### config.mk
export PLATFORM = sky130hd
export DESIGN_NAME = config_chain_loader
export DESIGN_NICKNAME = d
export VERILOG_FILES = /design/src/rtl/config_pkg.sv /design/src/rtl/config_crc16.sv /design/src/rtl/config_chain_loader.sv
export SDC_FILE = /design/constraint.sdc
export NUM_CORES = 1
export LEC_CHECK = 0
export BUFFER_PORTS_ARGS = -buffer_cell sky130_fd_sc_hd__buf_2
export CAP_MARGIN = 20
export CELL_PAD_IN_SITES_DETAIL_PLACEMENT = 1
export CELL_PAD_IN_SITES_GLOBAL_PLACEMENT = 2
export CORE_MARGIN = 2
export CORE_UTILIZATION = 38
export DETAILED_ROUTE_END_ITERATION = 12
export PLACE_DENSITY = 0.87
export SLEW_MARGIN = 20
export SYNTH_ARGS = -nofsm -noshare
export SYNTH_HDL_FRONTEND = slang
export SYNTH_SLANG_ARGS = --single-unit
### constraint.sdc
create_clock -name clock -period 3.7 [get_ports clock]
set_input_delay 0.37 -clock clock [delete_from_list [all_inputs] [get_ports clock]]
set_output_delay 0.37 -clock clock [all_outputs]
set_load 0.05 [all_outputs]
### src/rtl/config_pkg.sv
// Shared definitions for the configuration chain loader: FSM state encoding
// and the CRC-16-CCITT constants used when CONFIG_LOADER_CRC_EN is defined.
package config_pkg;

  typedef enum logic [2:0] {
    IDLE  = 3'd0,
    LOAD  = 3'd1,
    SHIFT = 3'd2,
    CHECK = 3'd3,
    DONE  = 3'd4
  } loader_state_e;

  localparam logic [15:0] CRC16_POLY = 16'h1021;
  localparam logic [15:0] CRC16_INIT = 16'hFFFF;

endpackage

### src/rtl/config_crc16.sv
// Serial CRC-16-CCITT (MSB-first, no reflection, no final XOR).
// clear reloads the init value; en folds din into the running remainder.
module config_crc16
  import config_pkg::*;
(
  input  logic        clock,
  input  logic        nreset,
  input  logic        clear,
  input  logic        en,
  input  logic        din,
  output logic [15:0] crc
);

  logic [15:0] crc_q, crc_d;
  logic        fb;

  // Next remainder: shift left, XOR the polynomial when the feedback bit is set.
  always_comb begin
    fb    = crc_q[15] ^ din;
    crc_d = crc_q;
    if (clear) begin
      crc_d = CRC16_INIT;
    end else if (en) begin
      crc_d = {crc_q[14:0], 1'b0} ^ (fb ? CRC16_POLY : 16'h0000);
    end
  end

  // Remainder register.
  always_ff @(posedge clock or negedge nreset) begin
    if (!nreset) crc_q <= CRC16_INIT;
    else         crc_q <= crc_d;
  end

  assign crc = crc_q;

endmodule

### src/rtl/config_chain_loader.sv
// Configuration chain loader: takes bitstream words over a valid/ready stream
// and shifts exactly CHAIN_LENGTH bits MSB-first onto cfg_data, one bit per
// cfg_enable cycle. Optional CRC check word enabled by CONFIG_LOADER_CRC_EN.
// Handshake: a word transfers on a rising edge where word_valid and word_ready
// are both high; word_ready depends only on state, never on word_valid.
module config_chain_loader
  import config_pkg::*;
#(
  parameter int WORD_WIDTH   = 32,
  parameter int CHAIN_LENGTH = 146
) (
  input  logic                  clock,
  input  logic                  nreset,
  input  logic                  start,
  input  logic                  word_valid,
  input  logic [WORD_WIDTH-1:0] word_data,
  output logic                  word_ready,
  output logic                  cfg_enable,
  output logic                  cfg_data,
  output logic                  busy,
  output logic                  done,
  output logic                  error,
  output logic [2:0]            dbg_state
);

  localparam int CNT_WIDTH = $clog2(CHAIN_LENGTH + 1);
  localparam int WB_WIDTH  = (WORD_WIDTH > 1) ? $clog2(WORD_WIDTH) : 1;
  localparam logic [CNT_WIDTH-1:0] LAST_BIT  = CNT_WIDTH'(CHAIN_LENGTH - 1);
  localparam logic [WB_WIDTH-1:0]  LAST_WBIT = WB_WIDTH'(WORD_WIDTH - 1);

  loader_state_e         state_q, state_d;
  logic [WORD_WIDTH-1:0] word_q, word_d;
  logic [CNT_WIDTH-1:0]  bit_cnt_q, bit_cnt_d;
  logic [WB_WIDTH-1:0]   wbit_q, wbit_d;
  logic                  crc_clear;

`ifdef CONFIG_LOADER_CRC_EN
  logic        error_q, error_d;
  logic [15:0] crc_val;

  config_crc16 u_crc (
    .clock  (clock),
    .nreset (nreset),
    .clear  (crc_clear),
    .en     (cfg_enable),
    .din    (cfg_data),
    .crc    (crc_val)
  );
`endif

  // Next-state logic: counters, word register and state transitions.
  always_comb begin
    state_d   = state_q;
    word_d    = word_q;
    bit_cnt_d = bit_cnt_q;
    wbit_d    = wbit_q;
    crc_clear = 1'b0;
`ifdef CONFIG_LOADER_CRC_EN
    error_d   = error_q;
`endif
    case (state_q)
      IDLE: begin
        if (start) begin
          state_d   = LOAD;
          bit_cnt_d = '0;
          wbit_d    = '0;
          crc_clear = 1'b1;
`ifdef CONFIG_LOADER_CRC_EN
          error_d   = 1'b0;
`endif
        end
      end
      LOAD: begin
        if (word_valid) begin
          word_d  = word_data;
          wbit_d  = '0;
          state_d = SHIFT;
        end
      end
      SHIFT: begin
        word_d    = word_q << 1;
        bit_cnt_d = bit_cnt_q + CNT_WIDTH'(1);
        wbit_d    = wbit_q + WB_WIDTH'(1);
        // Chain completion wins over word exhaustion: the last word's tail is dropped.
        if (bit_cnt_q == LAST_BIT) begin
`ifdef CONFIG_LOADER_CRC_EN
          state_d = CHECK;
`else
          state_d = DONE;
`endif
        end else if (wbit_q == LAST_WBIT) begin
          state_d = LOAD;
        end
      end
`ifdef CONFIG_LOADER_CRC_EN
      CHECK: begin
        if (word_valid) begin
          error_d = (word_data[15:0] != crc_val);
          state_d = DONE;
        end
      end
`endif
      DONE:    state_d = IDLE;
      default: state_d = IDLE;
    endcase
  end

  // State and datapath registers; asynchronous reset aborts any load in progress.
  always_ff @(posedge clock or negedge nreset) begin
    if (!nreset) begin
      state_q   <= IDLE;
      word_q    <= '0;
      bit_cnt_q <= '0;
      wbit_q    <= '0;
    end else begin
      state_q   <= state_d;
      word_q    <= word_d;
      bit_cnt_q <= bit_cnt_d;
      wbit_q    <= wbit_d;
    end
  end

`ifdef CONFIG_LOADER_CRC_EN
  // Sticky CRC error flag, cleared by an accepted start.
  always_ff @(posedge clock or negedge nreset) begin
    if (!nreset) error_q <= 1'b0;
    else         error_q <= error_d;
  end
  assign error      = error_q;
  assign word_ready = (state_q == LOAD) || (state_q == CHECK);
  assign busy       = (state_q == LOAD) || (state_q == SHIFT) || (state_q == CHECK);
`else
  assign error      = 1'b0;
  assign word_ready = (state_q == LOAD);
  assign busy       = (state_q == LOAD) || (state_q == SHIFT);
`endif

  // Outputs decode from state so reset forces them low immediately.
  assign cfg_enable = (state_q == SHIFT);
  assign cfg_data   = (state_q == SHIFT) && word_q[WORD_WIDTH-1];
  assign done       = (state_q == DONE);
  assign dbg_state  = state_q;

endmodule

==> impl_metrics.toml, run 1 <==
[die]
placementRows = 29
die_area_mm2 = 0.00720
die_y_um = 84.8
core-area_mm2 = 0.00635
initial_core_util_pct = 39.1
io_pins = 45
dieWidth_um = 84.8

[grt]
grt_pass1_vias = 1711
grt_use_total_pct = 14.4
gr-total-overflow = 0
grt_max_degree = 74
antenna_found_initial = 0
grt_pass1_wl_mm = 8.38

[critical_path]
worst-path-buf-inv = 2
r2r-start = "dbg_state[0]"
r2r_cells = 4
cp.arrival_ps = 2290
critPathMaxFanout = 73
crit_start = "dbg_state[0]"
crit_slowest_cell = "dfrtp_1"
crit_chain = "or3b_1, clkinv_8, or2_2, buf_2"
endpoint_kind = "output port"
critical_path_required_ps = 3330
cp.depth = 4
max_stage_delay_ps = 640
start_kind = "flip-flop"
path_class = "reg2out"
cp_top_family = "simple AND/OR/NAND/NOR gates"

[timing]
fin_crit_ps = 2660
fin_ws_ps = 1040
fin_setup_tns_ps = 0
slew_headroom_pct = 52.9
finClkSkew_ps = 4.24
hold_violations = 0
setup_viol = 0
slew_violations = 0
fin_crit_sh_pct = 72.0
timing.fmax_mhz = 375
tightest_slew_ps = 707
rsz0062_at_grt = "no"

[min_path]
hold_class = "in2async"

[layout]
drive_above_1_share_pct = 23.4
num_antenna_cells = 0
multiInputGateArea_mm2 = 0.00112
final_area_mm2 = 0.00276
area_delta_synth_final_pct = 11.0
fin_nets = 305
final_util_pct = 43.4
fill_cells = 707
register_area_mm2 = 0.00120

[yosys]
synth_flop_cell = "dfrtp_1"
synthesis.instances = 228
synth_top_family_by_area = "multiplexers"
synth_top_area_cell = "dfrtp_1"
synth-compound-area-share_pct = 12.2
synth.area.mux_share_pct = 16.6
avgSynthCellArea_um2 = 10.9
synth_adder_area_share_pct = 2.02
synth_xor_area_share_pct = 0
yosysMostFrequentCell = "dfrtp_1"
synthesis.area_mm2 = 0.00248
seq_area_frac_synth_pct = 48.4
synth-seq-cells = 48
synth_common_cells = "48 x dfrtp_1, 40 x mux2i_1, 36 x nand2_1"
synth_top_area_share_pct = 48.4
synthArstFlopShare_pct = 100
yosys.area_share.simple_pct = 14.0
synth_edf_count = 0
synth_nets = 268
synth.distinct_cells = 39
yosys_warnings = 0
ys_top_cells_by_area = "dfrtp_1 48%, mux2i_1 16%, o21ai_0 6.5%, nand2_1 5.4%, ha_1 2.0%"

[clocking]
numCtsBuffers = 5
cts_max_level = 2
clockBufferDepth = 2
cts_sinks = 48
ctsHoldBuffers = 0
insertion_delay_ps = 290
cts-resized-gates = 0
cts_setup_buffers = 0
root_buffer = "clkbuf_8"
path_clk_slew_ps = 80
cts_tree = "done"

[placement]
port_buffers = 43
hpwl_mm = 3.50
place_congestion = 0.758
post-place-ws_ps = 1350
dpl_cell_area_mm2 = 0.00268

[drt]
drt_iter0_drc = 100
firstDrtPassIters = 4
vias_per_cell = 5.16
wl_per_cell_um = 14.5
wl_mm = 4.97
final_antenna_net_count = 0
num_vias = 1764
route.detailed.drc = 0

[pwr]
power_leakage_nw = 1.25
p_per_area_mw_per_mm2 = 720
ir_drop_mv = 0.585

[run]
cap_violations = 0

[run_status]
status = "finished clean"
==> routing by layer <==
| layer | GRT usage, % | wire [µm] | vias up |
|---|---|---|---|
| met1 | 20.8 | 2450 | 850 |
| met4 | 3.90 | 55 | 0 |
| met3 | 2.82 | 177 | 5 |
| li1 | - | - | 875 |
| met2 | 22.4 | 2290 | 34 |
| met5 | 0 | 0 | - |
==> cells by family after synthesis <==
logic type / Yosys count
adder cells (fa/ha/maj): 4
flip-flops: 48
other: 1
AO/OA/AOI/OAI: 46
multiplexers: 41
AND/OR/NAND/NOR: 68
buffers and inverters: 20
==> through the flow <==
stage	hold slack [ps]	std cells	power, W
finish	68.2	342	0.00198
global route	113	342	0.00216
CTS	86.7	342	0.00201
detailed placement	412	335	0.00172
global placement	406	335	0.00168
floorplan	74.4	228	0.00157
==> state kept, by name, indices dropped and copies added (netlist names) <==
name,count
word_q,32
bit_cnt_q,8
wbit_q,5
dbg_state,3
==> cells in the final DEF (no fill, tap or decap), types with 2 or more instances in the layout <==
master,n
a21o_1,2
a22o_1,2
and2_1,3
and3_1,4
and4bb_2,2
buf_2,43
buf_4,3
clkbuf_8,5
dfrtp_1,48
ha_1,4
inv_1,3
mux2i_1,40
nand2_1,36
nand2b_1,2
nand3_1,4
nor2_1,3
nor3_1,4
o21ai_0,32
o2bb2ai_1,5
or2_2,2
==> worst paths after layout <==
path	slack [ps]	end
setup / recovery	1040	busy
hold / removal	70	word_q[17]
setup reg to reg	1550	word_q[9]
hold reg to reg	480	bit_cnt_q[7]
max in group asynchronous	2910	word_q[26]
min in group clock	330	word_q[0]
==> final cells by class <==
class                   instances  area share, %
multi-input cells             160           40.5
repair buffers                 46           8.62
well taps                      77           3.50
clock buffers                   6           2.63
inverters                       4          0.999
flip-flops and latches         48           43.6
clock inverters                 1          0.182
==> power by group <==
part	switching, W	total [W]	internal [W]	leakage [nW]
clock	0.000164	0.000293	0.000129	0.0410
combinational	0.000466	0.000782	0.000316	0.601
sequential	0.000166	0.000909	0.000743	0.607
total	0.000796	0.00198	0.00119	1.25
(Power assumes the default switching activity.)
==> inputs of run 2 (changes only) <==
--- a/config.mk
+++ b/config.mk
@@ -10,9 +10,9 @@
 export CELL_PAD_IN_SITES_DETAIL_PLACEMENT = 1
 export CELL_PAD_IN_SITES_GLOBAL_PLACEMENT = 2
 export CORE_MARGIN = 2
-export CORE_UTILIZATION = 38
+export CORE_UTILIZATION = 32
 export DETAILED_ROUTE_END_ITERATION = 12
-export PLACE_DENSITY = 0.87
+export PLACE_DENSITY = 0.78
 export SLEW_MARGIN = 20
 export SYNTH_ARGS = -nofsm -noshare
 export SYNTH_HDL_FRONTEND = slang
==> constraint.sdc (replaced) <==
create_clock -name clock -period 2.17 [get_ports clock]
set_input_delay 0.217 -clock clock [delete_from_list [all_inputs] [get_ports clock]]
set_output_delay 0.217 -clock clock [all_outputs]
set_load 0.05 [all_outputs]
==> run 2 against run 1 <==
Effect of this change:
- worst setup slack got worse by 850 ps
- combinational power increased by 87%
- non-clock buffer count increased by 3
- clock power increased by 74%
- count of clock-buffer cells in the layout unchanged
- die area increased by 18%
- clock skew increased by 1.9 ps
- flip-flop and latch count unchanged
- critical path depth unchanged
- largest power group unchanged
- highest routed layer unchanged
==> impl_metrics.toml, run 2 (same netlist as run 1, synthesis figures left out) <==
[min_path]
hold_class = "in2async"

[clocking]
insertion_delay_ps = 300
path_clk_slew_ps = 90
clockBufferDepth = 2
cts_tree = "done"
cts_sinks = 48
cts-resized-gates = 1
numCtsBuffers = 5
ctsHoldBuffers = 0
root_buffer = "clkbuf_8"
cts_max_level = 2
cts_setup_buffers = 0

[die]
io_pins = 45
die_y_um = 92.1
core-area_mm2 = 0.00761
initial_core_util_pct = 32.6
dieWidth_um = 92.1
die_area_mm2 = 0.00848
placementRows = 32

[placement]
dp.cells = 363
hpwl_mm = 3.57
dpl_cell_area_mm2 = 0.00276
port_buffers = 43
place_congestion = 0.742

[pwr]
power_frac_seq_pct = 43.3
power_leakage_nw = 1.27
comb_power_share_pct = 42.0
ir_drop_mv = 0.464
switching_share_pct = 40.2
p_clk_share_pct = 14.7
power_switching_w = 0.00140
intPower_w = 0.00208
p_per_area_mw_per_mm2 = 1220

[critical_path]
max_stage_delay_ps = 480
critical_path_required_ps = 1950
crit_chain = "or3b_4, clkinv_8, and2_1, buf_2"
rrSetupSlack_ps = 510
critPathMaxFanout = 47
crit_slowest_cell = "or3b_4"
start_kind = "flip-flop"
r2r_cells = 4
cp.arrival_ps = 1770
path_class = "reg2out"
endpoint_kind = "output port"

[timing]
fin_crit_ps = 1980
hold_violations = 0
timing.fmax_mhz = 504
fin_setup_tns_ps = 0
rsz0062_at_grt = "no"
slew_headroom_pct = 59.5
setup_viol = 0
tightest_slew_ps = 608
hold_slack_ps = 8.28
fin_crit_sh_pct = 91.4
finClkSkew_ps = 6.14
slew_violations = 0

[layout]
largest_register_ff_count = 32
fin_nets = 308
finalNonFillerCells = 370
layout_commonest_cell = "dfrtp_1"
area_delta_synth_final_pct = 14.3
final_util_pct = 37.3
num_antenna_cells = 0
final_area_mm2 = 0.00284
top_register = "word_q"
most-common-layout-cells = "48 x dfrtp_1, 43 x buf_2, 40 x mux2i_1, 36 x nand2_1, 32 x o21ai_0"
reg.largest.list = "word_q: 32 flops, bit_cnt_q: 8 flops, wbit_q: 5 flops"
fill_cells = 897
drive_above_1_share_pct = 25.0

[grt]
grt_use_total_pct = 13.4
grt_max_degree = 49
antenna_found_initial = 0
gr-total-overflow = 0
grt_pass1_vias = 1863
grt_pass1_wl_mm = 9.20

[drt]
wl_mm = 5.23
num_vias = 1773
wl_per_cell_um = 14.1
drt_iter0_drc = 62
vias_per_cell = 4.79
firstDrtPassIters = 4
route.detailed.drc = 0
final_antenna_net_count = 0

[run_status]
status = "finished clean"

[run]
cap_violations = 0
-- run 2: worst max-delay path, delay by kind of cell (launching register included) --
| family | cells | cell delay (ps) |
|---|---|---|
| flops | 1 | 400 |
| simple gates | 2 | 630 |
| buf+inv | 2 | 430 |
-- run 2: cell type report --
| cell class | instances | area, µm² | area share (%) |
|---|---|---|---|
| Clock buffer | 6 | 72.6 | 2.56 |
| Clock inverter | 1 | 5.00 | 0.176 |
| Inverter | 4 | 27.5 | 0.970 |
| Multi-Input combinational cell | 160 | 1130 | 39.8 |
| Sequential cell | 48 | 1200 | 42.3 |
| Tap cell | 102 | 128 | 4.50 |
| Timing Repair Buffer | 49 | 273 | 9.62 |
-- run 2: through the flow --
stage | total power, W | setup WS [ps]
after floorplan | 0.00269 | 20.8
after global placement | 0.00293 | 386
after detailed placement | 0.00301 | 322
after CTS | 0.00354 | 182
after global routing | 0.00379 | 90.7
final | 0.00347 | 187
-- run 2: worst paths after layout --
path / from / endpoint
hold reg to reg: word_q[9] / word_q[10]
min in group clock: word_data[22] / word_q[22]
setup / recovery: dbg_state[2] / cfg_data
setup reg to reg: dbg_state[2] / bit_cnt_q[4]
hold / removal: nreset / word_q[26]
max in group asynchronous: nreset / word_q[7]
-- run 2: power groups by stage --
| stage | Sequential (W) | Combinational, W | Clock, W |
|---|---|---|---|
| finish | 0.00150 | 0.00146 | 0.000511 |
| global route | 0.00156 | 0.00166 | 0.000576 |
| CTS | 0.00151 | 0.00149 | 0.000534 |
| detailed placement | 0.00152 | 0.00148 | 0 |
| global placement | 0.00150 | 0.00143 | 0 |
| floorplan | 0.00151 | 0.00118 | 0 |
-- run 2: per-layer routing --
layer / vias to the layer above / global-route usage, % / part of all wire [%]
met4: 0 / 2.99 / 1.0
met1: 854 / 18.7 / 49
met2: 31 / 21.3 / 46
met5: - / 0 / 0
met3: 6 / 3.20 / 3.7
li1: 882 / - / -
